==> src/rtl/accel_pkg.sv <==
// Types and constants shared by the accelerator's host link, loader and compute side.
// Elements are Q8.24 fixed point, carried as raw 32-bit words.
package accel_pkg;

    localparam int unsigned BAUD_TICKS_DEFAULT = 10;

    typedef logic [31:0] q8_24_t;

    typedef enum logic [1:0] {
        RX_IDLE,
        RX_START,
        RX_DATA,
        RX_STOP
    } rx_state_e;

    typedef enum logic [1:0] {
        L_IDLE,
        L_LOAD_A,
        L_LOAD_B,
        L_DONE
    } loader_state_e;

endpackage

==> src/rtl/uart_rx_8n1.sv <==
// 8N1 UART receiver: 2-FF synchroniser and a mid-bit sampling FSM.
// Emits one-cycle valid or frame_err pulses; data_o holds the last shifted byte.
module uart_rx_8n1
    import accel_pkg::*;
#(
    parameter int unsigned BAUD_TICKS = BAUD_TICKS_DEFAULT
) (
    input  logic       clk_i,
    input  logic       rst_ni,
    input  logic       rx_i,
    output logic [7:0] data_o,
    output logic       valid_o,
    output logic       frame_err_o
);

    localparam int unsigned TICK_W = $clog2(BAUD_TICKS);
    localparam logic [TICK_W-1:0] HALF_LOAD = TICK_W'(BAUD_TICKS / 2 - 1);
    localparam logic [TICK_W-1:0] FULL_LOAD = TICK_W'(BAUD_TICKS - 1);

    logic              sync1_q, sync2_q;
    rx_state_e         state_q, state_d;
    logic [TICK_W-1:0] tick_q, tick_d;
    logic [2:0]        bit_q, bit_d;
    logic [7:0]        shift_q, shift_d;
    logic              valid_q, valid_d;
    logic              ferr_q, ferr_d;

    always_ff @(posedge clk_i or negedge rst_ni) begin
        if (!rst_ni) begin
            sync1_q <= 1'b1;
            sync2_q <= 1'b1;
            state_q <= RX_IDLE;
            tick_q  <= '0;
            bit_q   <= '0;
            shift_q <= '0;
            valid_q <= 1'b0;
            ferr_q  <= 1'b0;
        end else begin
            sync1_q <= rx_i;
            sync2_q <= sync1_q;
            state_q <= state_d;
            tick_q  <= tick_d;
            bit_q   <= bit_d;
            shift_q <= shift_d;
            valid_q <= valid_d;
            ferr_q  <= ferr_d;
        end
    end

    always_comb begin
        state_d = state_q;
        tick_d  = tick_q;
        bit_d   = bit_q;
        shift_d = shift_q;
        valid_d = 1'b0;
        ferr_d  = 1'b0;
        case (state_q)
            RX_IDLE: begin
                if (!sync2_q) begin
                    state_d = RX_START;
                    tick_d  = HALF_LOAD;
                end
            end
            RX_START: begin
                if (tick_q == '0) begin
                    // A start bit that is gone by mid-bit is treated as a glitch.
                    if (!sync2_q) begin
                        state_d = RX_DATA;
                        tick_d  = FULL_LOAD;
                        bit_d   = '0;
                    end else begin
                        state_d = RX_IDLE;
                    end
                end else begin
                    tick_d = tick_q - 1'b1;
                end
            end
            RX_DATA: begin
                if (tick_q == '0) begin
                    shift_d = {sync2_q, shift_q[7:1]};
                    tick_d  = FULL_LOAD;
                    if (bit_q == 3'd7) begin
                        state_d = RX_STOP;
                    end else begin
                        bit_d = bit_q + 3'd1;
                    end
                end else begin
                    tick_d = tick_q - 1'b1;
                end
            end
            RX_STOP: begin
                if (tick_q == '0) begin
                    // Leave at mid stop bit so an immediately following start bit is seen.
                    if (sync2_q) begin
                        valid_d = 1'b1;
                    end else begin
                        ferr_d = 1'b1;
                    end
                    state_d = RX_IDLE;
                end else begin
                    tick_d = tick_q - 1'b1;
                end
            end
            default: state_d = RX_IDLE;
        endcase
    end

    assign data_o      = shift_q;
    assign valid_o     = valid_q;
    assign frame_err_o = ferr_q;

endmodule

==> src/rtl/uart_matrix_loader.sv <==
// Loads matrices A then B from the host UART into the operand buffers, one
// little-endian Q8.24 element per ELEM_BYTES bytes, and pulses load_done_out at the end.
module uart_matrix_loader
    import accel_pkg::*;
#(
    parameter int unsigned BAUD_TICKS = BAUD_TICKS_DEFAULT,
    parameter int unsigned N_ELEMS    = 9,
    parameter int unsigned ELEM_BYTES = 4,
    parameter int unsigned ADDR_W     = 4
) (
    input  logic              clk_in,
    input  logic              rst_in,
    input  logic              arm_in,
    input  logic              rx_in,
    output logic              wr_en_out,
    output logic              wr_sel_out,
    output logic [ADDR_W-1:0] wr_addr_out,
    output logic [31:0]       wr_data_out,
    output logic              load_done_out,
    output logic              busy_out,
    output logic              frame_err_out
);

    localparam int unsigned BCNT_W = $clog2(ELEM_BYTES);
    localparam int unsigned ASM_W  = (ELEM_BYTES - 1) * 8;

    logic       rx_valid;
    logic       rx_ferr;
    logic [7:0] rx_data;

    uart_rx_8n1 #(
        .BAUD_TICKS (BAUD_TICKS)
    ) u_rx (
        .clk_i       (clk_in),
        .rst_ni      (rst_in),
        .rx_i        (rx_in),
        .data_o      (rx_data),
        .valid_o     (rx_valid),
        .frame_err_o (rx_ferr)
    );

    loader_state_e     state_q, state_d;
    logic [BCNT_W-1:0] byte_cnt_q, byte_cnt_d;
    logic [ADDR_W-1:0] elem_cnt_q, elem_cnt_d;
    logic [ASM_W-1:0]  asm_q, asm_d;
    logic              wr_en_q, wr_en_d;
    logic              wr_sel_q, wr_sel_d;
    logic [ADDR_W-1:0] wr_addr_q, wr_addr_d;
    q8_24_t            wr_data_q, wr_data_d;
    logic              done_q, done_d;
    logic              busy_q, busy_d;
    logic              ferr_q, ferr_d;

    // Only the earlier bytes are kept; the final byte completes the word on the fly.
    q8_24_t asm_word;
    assign asm_word = {rx_data, asm_q};

    always_ff @(posedge clk_in or negedge rst_in) begin
        if (!rst_in) begin
            state_q    <= L_IDLE;
            byte_cnt_q <= '0;
            elem_cnt_q <= '0;
            asm_q      <= '0;
            wr_en_q    <= 1'b0;
            wr_sel_q   <= 1'b0;
            wr_addr_q  <= '0;
            wr_data_q  <= '0;
            done_q     <= 1'b0;
            busy_q     <= 1'b0;
            ferr_q     <= 1'b0;
        end else begin
            state_q    <= state_d;
            byte_cnt_q <= byte_cnt_d;
            elem_cnt_q <= elem_cnt_d;
            asm_q      <= asm_d;
            wr_en_q    <= wr_en_d;
            wr_sel_q   <= wr_sel_d;
            wr_addr_q  <= wr_addr_d;
            wr_data_q  <= wr_data_d;
            done_q     <= done_d;
            busy_q     <= busy_d;
            ferr_q     <= ferr_d;
        end
    end

    always_comb begin
        state_d    = state_q;
        byte_cnt_d = byte_cnt_q;
        elem_cnt_d = elem_cnt_q;
        asm_d      = asm_q;
        wr_en_d    = 1'b0;
        wr_sel_d   = wr_sel_q;
        wr_addr_d  = wr_addr_q;
        wr_data_d  = wr_data_q;
        done_d     = 1'b0;
        busy_d     = busy_q;
        ferr_d     = ferr_q;
        case (state_q)
            L_IDLE: begin
                if (arm_in) begin
                    state_d    = L_LOAD_A;
                    busy_d     = 1'b1;
                    ferr_d     = 1'b0;
                    byte_cnt_d = '0;
                    elem_cnt_d = '0;
                end
            end
            L_LOAD_A, L_LOAD_B: begin
                if (rx_valid) begin
                    asm_d = asm_word[31:8];
                    if (byte_cnt_q == BCNT_W'(ELEM_BYTES - 1)) begin
                        byte_cnt_d = '0;
                        wr_en_d    = 1'b1;
                        wr_data_d  = asm_word;
                        wr_addr_d  = elem_cnt_q;
                        wr_sel_d   = (state_q == L_LOAD_B);
                        if (elem_cnt_q == ADDR_W'(N_ELEMS - 1)) begin
                            elem_cnt_d = '0;
                            state_d    = (state_q == L_LOAD_A) ? L_LOAD_B : L_DONE;
                        end else begin
                            elem_cnt_d = elem_cnt_q + 1'b1;
                        end
                    end else begin
                        byte_cnt_d = byte_cnt_q + 1'b1;
                    end
                end
            end
            L_DONE: begin
                done_d  = 1'b1;
                busy_d  = 1'b0;
                state_d = L_IDLE;
            end
            default: state_d = L_IDLE;
        endcase
        // A bad stop bit wins over a same-cycle arm so it is never lost.
        if (rx_ferr) begin
            ferr_d = 1'b1;
        end
    end

    assign wr_en_out     = wr_en_q;
    assign wr_sel_out    = wr_sel_q;
    assign wr_addr_out   = wr_addr_q;
    assign wr_data_out   = wr_data_q;
    assign load_done_out = done_q;
    assign busy_out      = busy_q;
    assign frame_err_out = ferr_q;

endmodule

==> config.mk <==
export PLATFORM = sky130hd
export DESIGN_NAME = uart_matrix_loader
export DESIGN_NICKNAME = d
export VERILOG_FILES = /design/src/rtl/accel_pkg.sv /design/src/rtl/uart_rx_8n1.sv /design/src/rtl/uart_matrix_loader.sv
export SDC_FILE = /design/constraint.sdc
export NUM_CORES = 1
export LEC_CHECK = 0
export CAP_MARGIN = 30
export CORE_UTILIZATION = 40
export CTS_CLUSTER_DIAMETER = 50
export DETAILED_ROUTE_END_ITERATION = 10
export DONT_BUFFER_PORTS = 1
export GPL_TIMING_DRIVEN = 0
export PLACE_DENSITY = 0.64
export SYNTH_ARGS = -nofsm -noshare
export SYNTH_HDL_FRONTEND = slang
export SYNTH_SLANG_ARGS = --single-unit
==> constraint.sdc <==
create_clock -name clk_in -period 4.25 [get_ports clk_in]
set_clock_uncertainty 0.05 [all_clocks]
set_input_delay 0.85 -clock clk_in [delete_from_list [all_inputs] [get_ports clk_in]]
set_output_delay 0.85 -clock clk_in [all_outputs]
set_load 0.03 [all_outputs]
==> results.yml <==
place:
  routabilityCongestion: 0.813
  dp_hpwl_mm: 4.78
  io_buffers: 0
  placed_area_um2: 4200
  dpl_worst_slack_ns: 2.14
clock_network:
  tritoncts: "built"
  worstSkewPairLatency_ns: 0.36
  cts_num_sinks: 94
  htree_num_levels: 3
  cts_inserted_buffers: 9
  cts_resized: 0
  cts_root_buf: "clkbuf_8"
  clk_pin_slew_ns: 0.09
  clockBufferDepth: 2
  hold_buffers: 0
  post_cts.repair.setup_buffers: 0
logic_synthesis:
  yosys.area.top_type: "dfrtp_1"
  synth_edf_count: 0
  yosysSeqAreaShare: 0.584
  synth_simple_gate_area_frac: 0.0717
  synth_top_family_by_area: "multiplexers"
  synth_area_um2: 4030
  synth-seq-cells: 94
  synth_mux_area_frac: 0.192
  synthCells: 303
  ys_dominant_reg_cell: "dfrtp_1"
  ys_types: 40
  synth_top_cell_area_share: 0.571
  yosys.area_share.adder: 0.0465
  synthTopCellsByArea: "dfrtp_1 57%, mux2_2 19%, ha_1 4.7%"
  synthArstFlopShare: 1.00
  synth-compound-area-share: 0.0813
  synth-xor-area-share: 0
  syn_nets: 322
  ys_warn_count: 0
  avgSynthCellArea_um2: 13.3
finish:
  finalInstanceArea_um2: 4370
  area_growth_pct: 8.35
  nets: 333
  final_common_cell: "dfrtp_1"
  fin_util: 0.447
  final_cell_mix: "92 x dfrtp_1, 67 x mux2_2, 21 x nand2_1, 15 x ha_1, 12 x inv_1"
  n_antenna_cell: 0
  drive_gt1_frac: 0.318
route:
  drc: 0
  drt_iter0_drc: 71
  viasPerCell: 5.16
  wl_mm: 7.02
  first_pass_iters: 4
  antenna_left: 0
  wl_per_cell_um: 15.6
  via_count: 2325
timing:
  worst_slack_ns: 2.12
  period_share: 0.502
  tns_ns: 0
  final-hold-violation-count: 0
  fin_crit_ns: 2.13
  setup_viol: 0
  timing_worst_slew_pin_value_ns: 0.449
  drv_slew: 0
  timing.fmax_ghz: 0.469
  rsz0062_at_grt: "no"
  maxSlewHeadroom: 0.701
  fin_hold_ws_ns: 0.124
power_and_ir_drop:
  p_sw_uw: 722
  irDropWorstVdd_mv: 0.235
  leakagePower_uw: 0.00220
  combPwrFrac: 0.238
  internal_power_uw: 1430
  p_clk_frac: 0.247
  p_sw_frac: 0.335
  pwr-share-seq: 0.515
  powerDensity_nw_per_um2: 494
global_route:
  grt_overflow: 0
  grt_pass1_vias: 2254
  grt.total_usage: 0.144
  grt_pass1_wl_mm: 11.3
  antenna_found_initial: 0
  grt_max_degree: 95
setup_path:
  startpoint_type: "flip-flop"
  worst_r2r_startpoint: "state_q[0]"
  critical-path-max-stage-delay_ns: 0.43
  crit_slowest_cell: "dfrtp_1"
  crit_path_start: "state_q[0]"
  worst_setup_path_end_kind: "flip-flop"
  critPathMaxFanout: 10
  path_cells: "inv_1, ha_1, buf_2, nand2_1, buf_2, mux2_2"
  worstSetupPathType: "flip-flop to flip-flop"
  cp_common_cell: "buf_2"
  critPathRequiredTime_ns: 4.45
  arrival_ns: 2.33
status:
  status: "finished clean"
floorplan:
  die_w_um: 102
  num_io_pins: 45
  die_h_um: 102
  dieArea_um2: 10500
  num_rows: 36
  start_util: 0.413
  fp.coreArea_um2: 9770
worst_hold_path:
  hp-class: "input port to async pin"
run:
  max_cap_violations: 0
critical path, delay by kind of cell, from the launching register on:
family,cells,cell delay (ns)
multiplexers,1,0.37
adder cells (fa/ha/maj),1,0.33
AND/OR/NAND/NOR,1,0.23
flip-flops,1,0.43
buffers and inverters,3,0.60
power by group through the flow:
stage          combinational (uW)  clock (uW)  sequential [uW]
6_report                      513         532             1110
5_1_grt                       580         593             1130
4_1_cts                       515         554             1110
3_5_place_dp                  513           0             1130
3_3_place_gp                  494           0             1130
2_1_floorplan                 426           0             1100
cell families after synthesis:
kind of cell               Yosys count
DFF                                 94
AOI/OAI and AO/OA                   45
muxes                               69
buffers and inverters               23
and+or+nand+nor                     57
adders and majority gates           15
per-layer routing:
layer / vias to the layer above / track usage / share of wire
met4: 0 / 0.0429 / 0.011
met1: 1188 / 0.181 / 0.45
li1: 1095 / - / -
met2: 36 / 0.224 / 0.48
met5: - / 0 / 0
met3: 6 / 0.0616 / 0.054
path summary, 6_finish.rpt:
path,end,slack [ns],depth (start not counted)
setup / recovery,asm_q[5],2.12,6
hold / removal,asm_q[4],0.12,0
setup reg to reg,asm_q[5],2.12,6
hold reg to reg,u_rx.sync2_q,0.31,0
max in group asynchronous,u_rx.sync1_q,3.78,0
min in group clk_in,u_rx.sync2_q,0.31,0
sequential cells by signal, summed over array words and instances (netlist names), 2 cells and up, named ones only:
| name | cells |
|---|---|
| byte_cnt_q | 2 |
| wr_addr_out | 4 |
| asm_q | 24 |
| u_rx.bit_q | 3 |
| wr_data_out | 32 |
| elem_cnt_q | 4 |
| u_rx.data_o | 8 |
| u_rx.tick_q | 4 |
| state_q | 2 |
Yosys cell counts, types with 2 or more instances:
cell       n
a211o_1    2
a21o_1     2
a21oi_1    5
a22o_1     3
a22oi_1    2
a31oi_1    3
and2_1     3
and3_1     2
buf_2     10
dfrtp_1   92
dfstp_2    2
ha_1      15
inv_1     12
mux2_2    67
mux2i_1    2
nand2_1   21
nand3_1    9
nor2_1    10
nor2b_1    3
nor3_1     2
o211ai_1   3
o21ai_0   11
o31ai_1    5
layout make-up:
cell class / instances / area, um2
plain buffers: 11 / 53.8
clock buffers: 9 / 124
clock inverters: 6 / 46.3
fillers: 899 / 5410
inverters: 12 / 45.0
multi-input cells: 186 / 1580
flip-flops and latches: 94 / 2350
well taps: 133 / 166
stage by stage:
stage          total power, uW  std cells
5_1_grt                   2300        451
2_1_floorplan             1530        303
6_report                  2160        451
3_5_place_dp              1640        436
3_3_place_gp              1620        436
4_1_cts                   2180        451
Note: power is estimated with default switching activity, not from simulation.
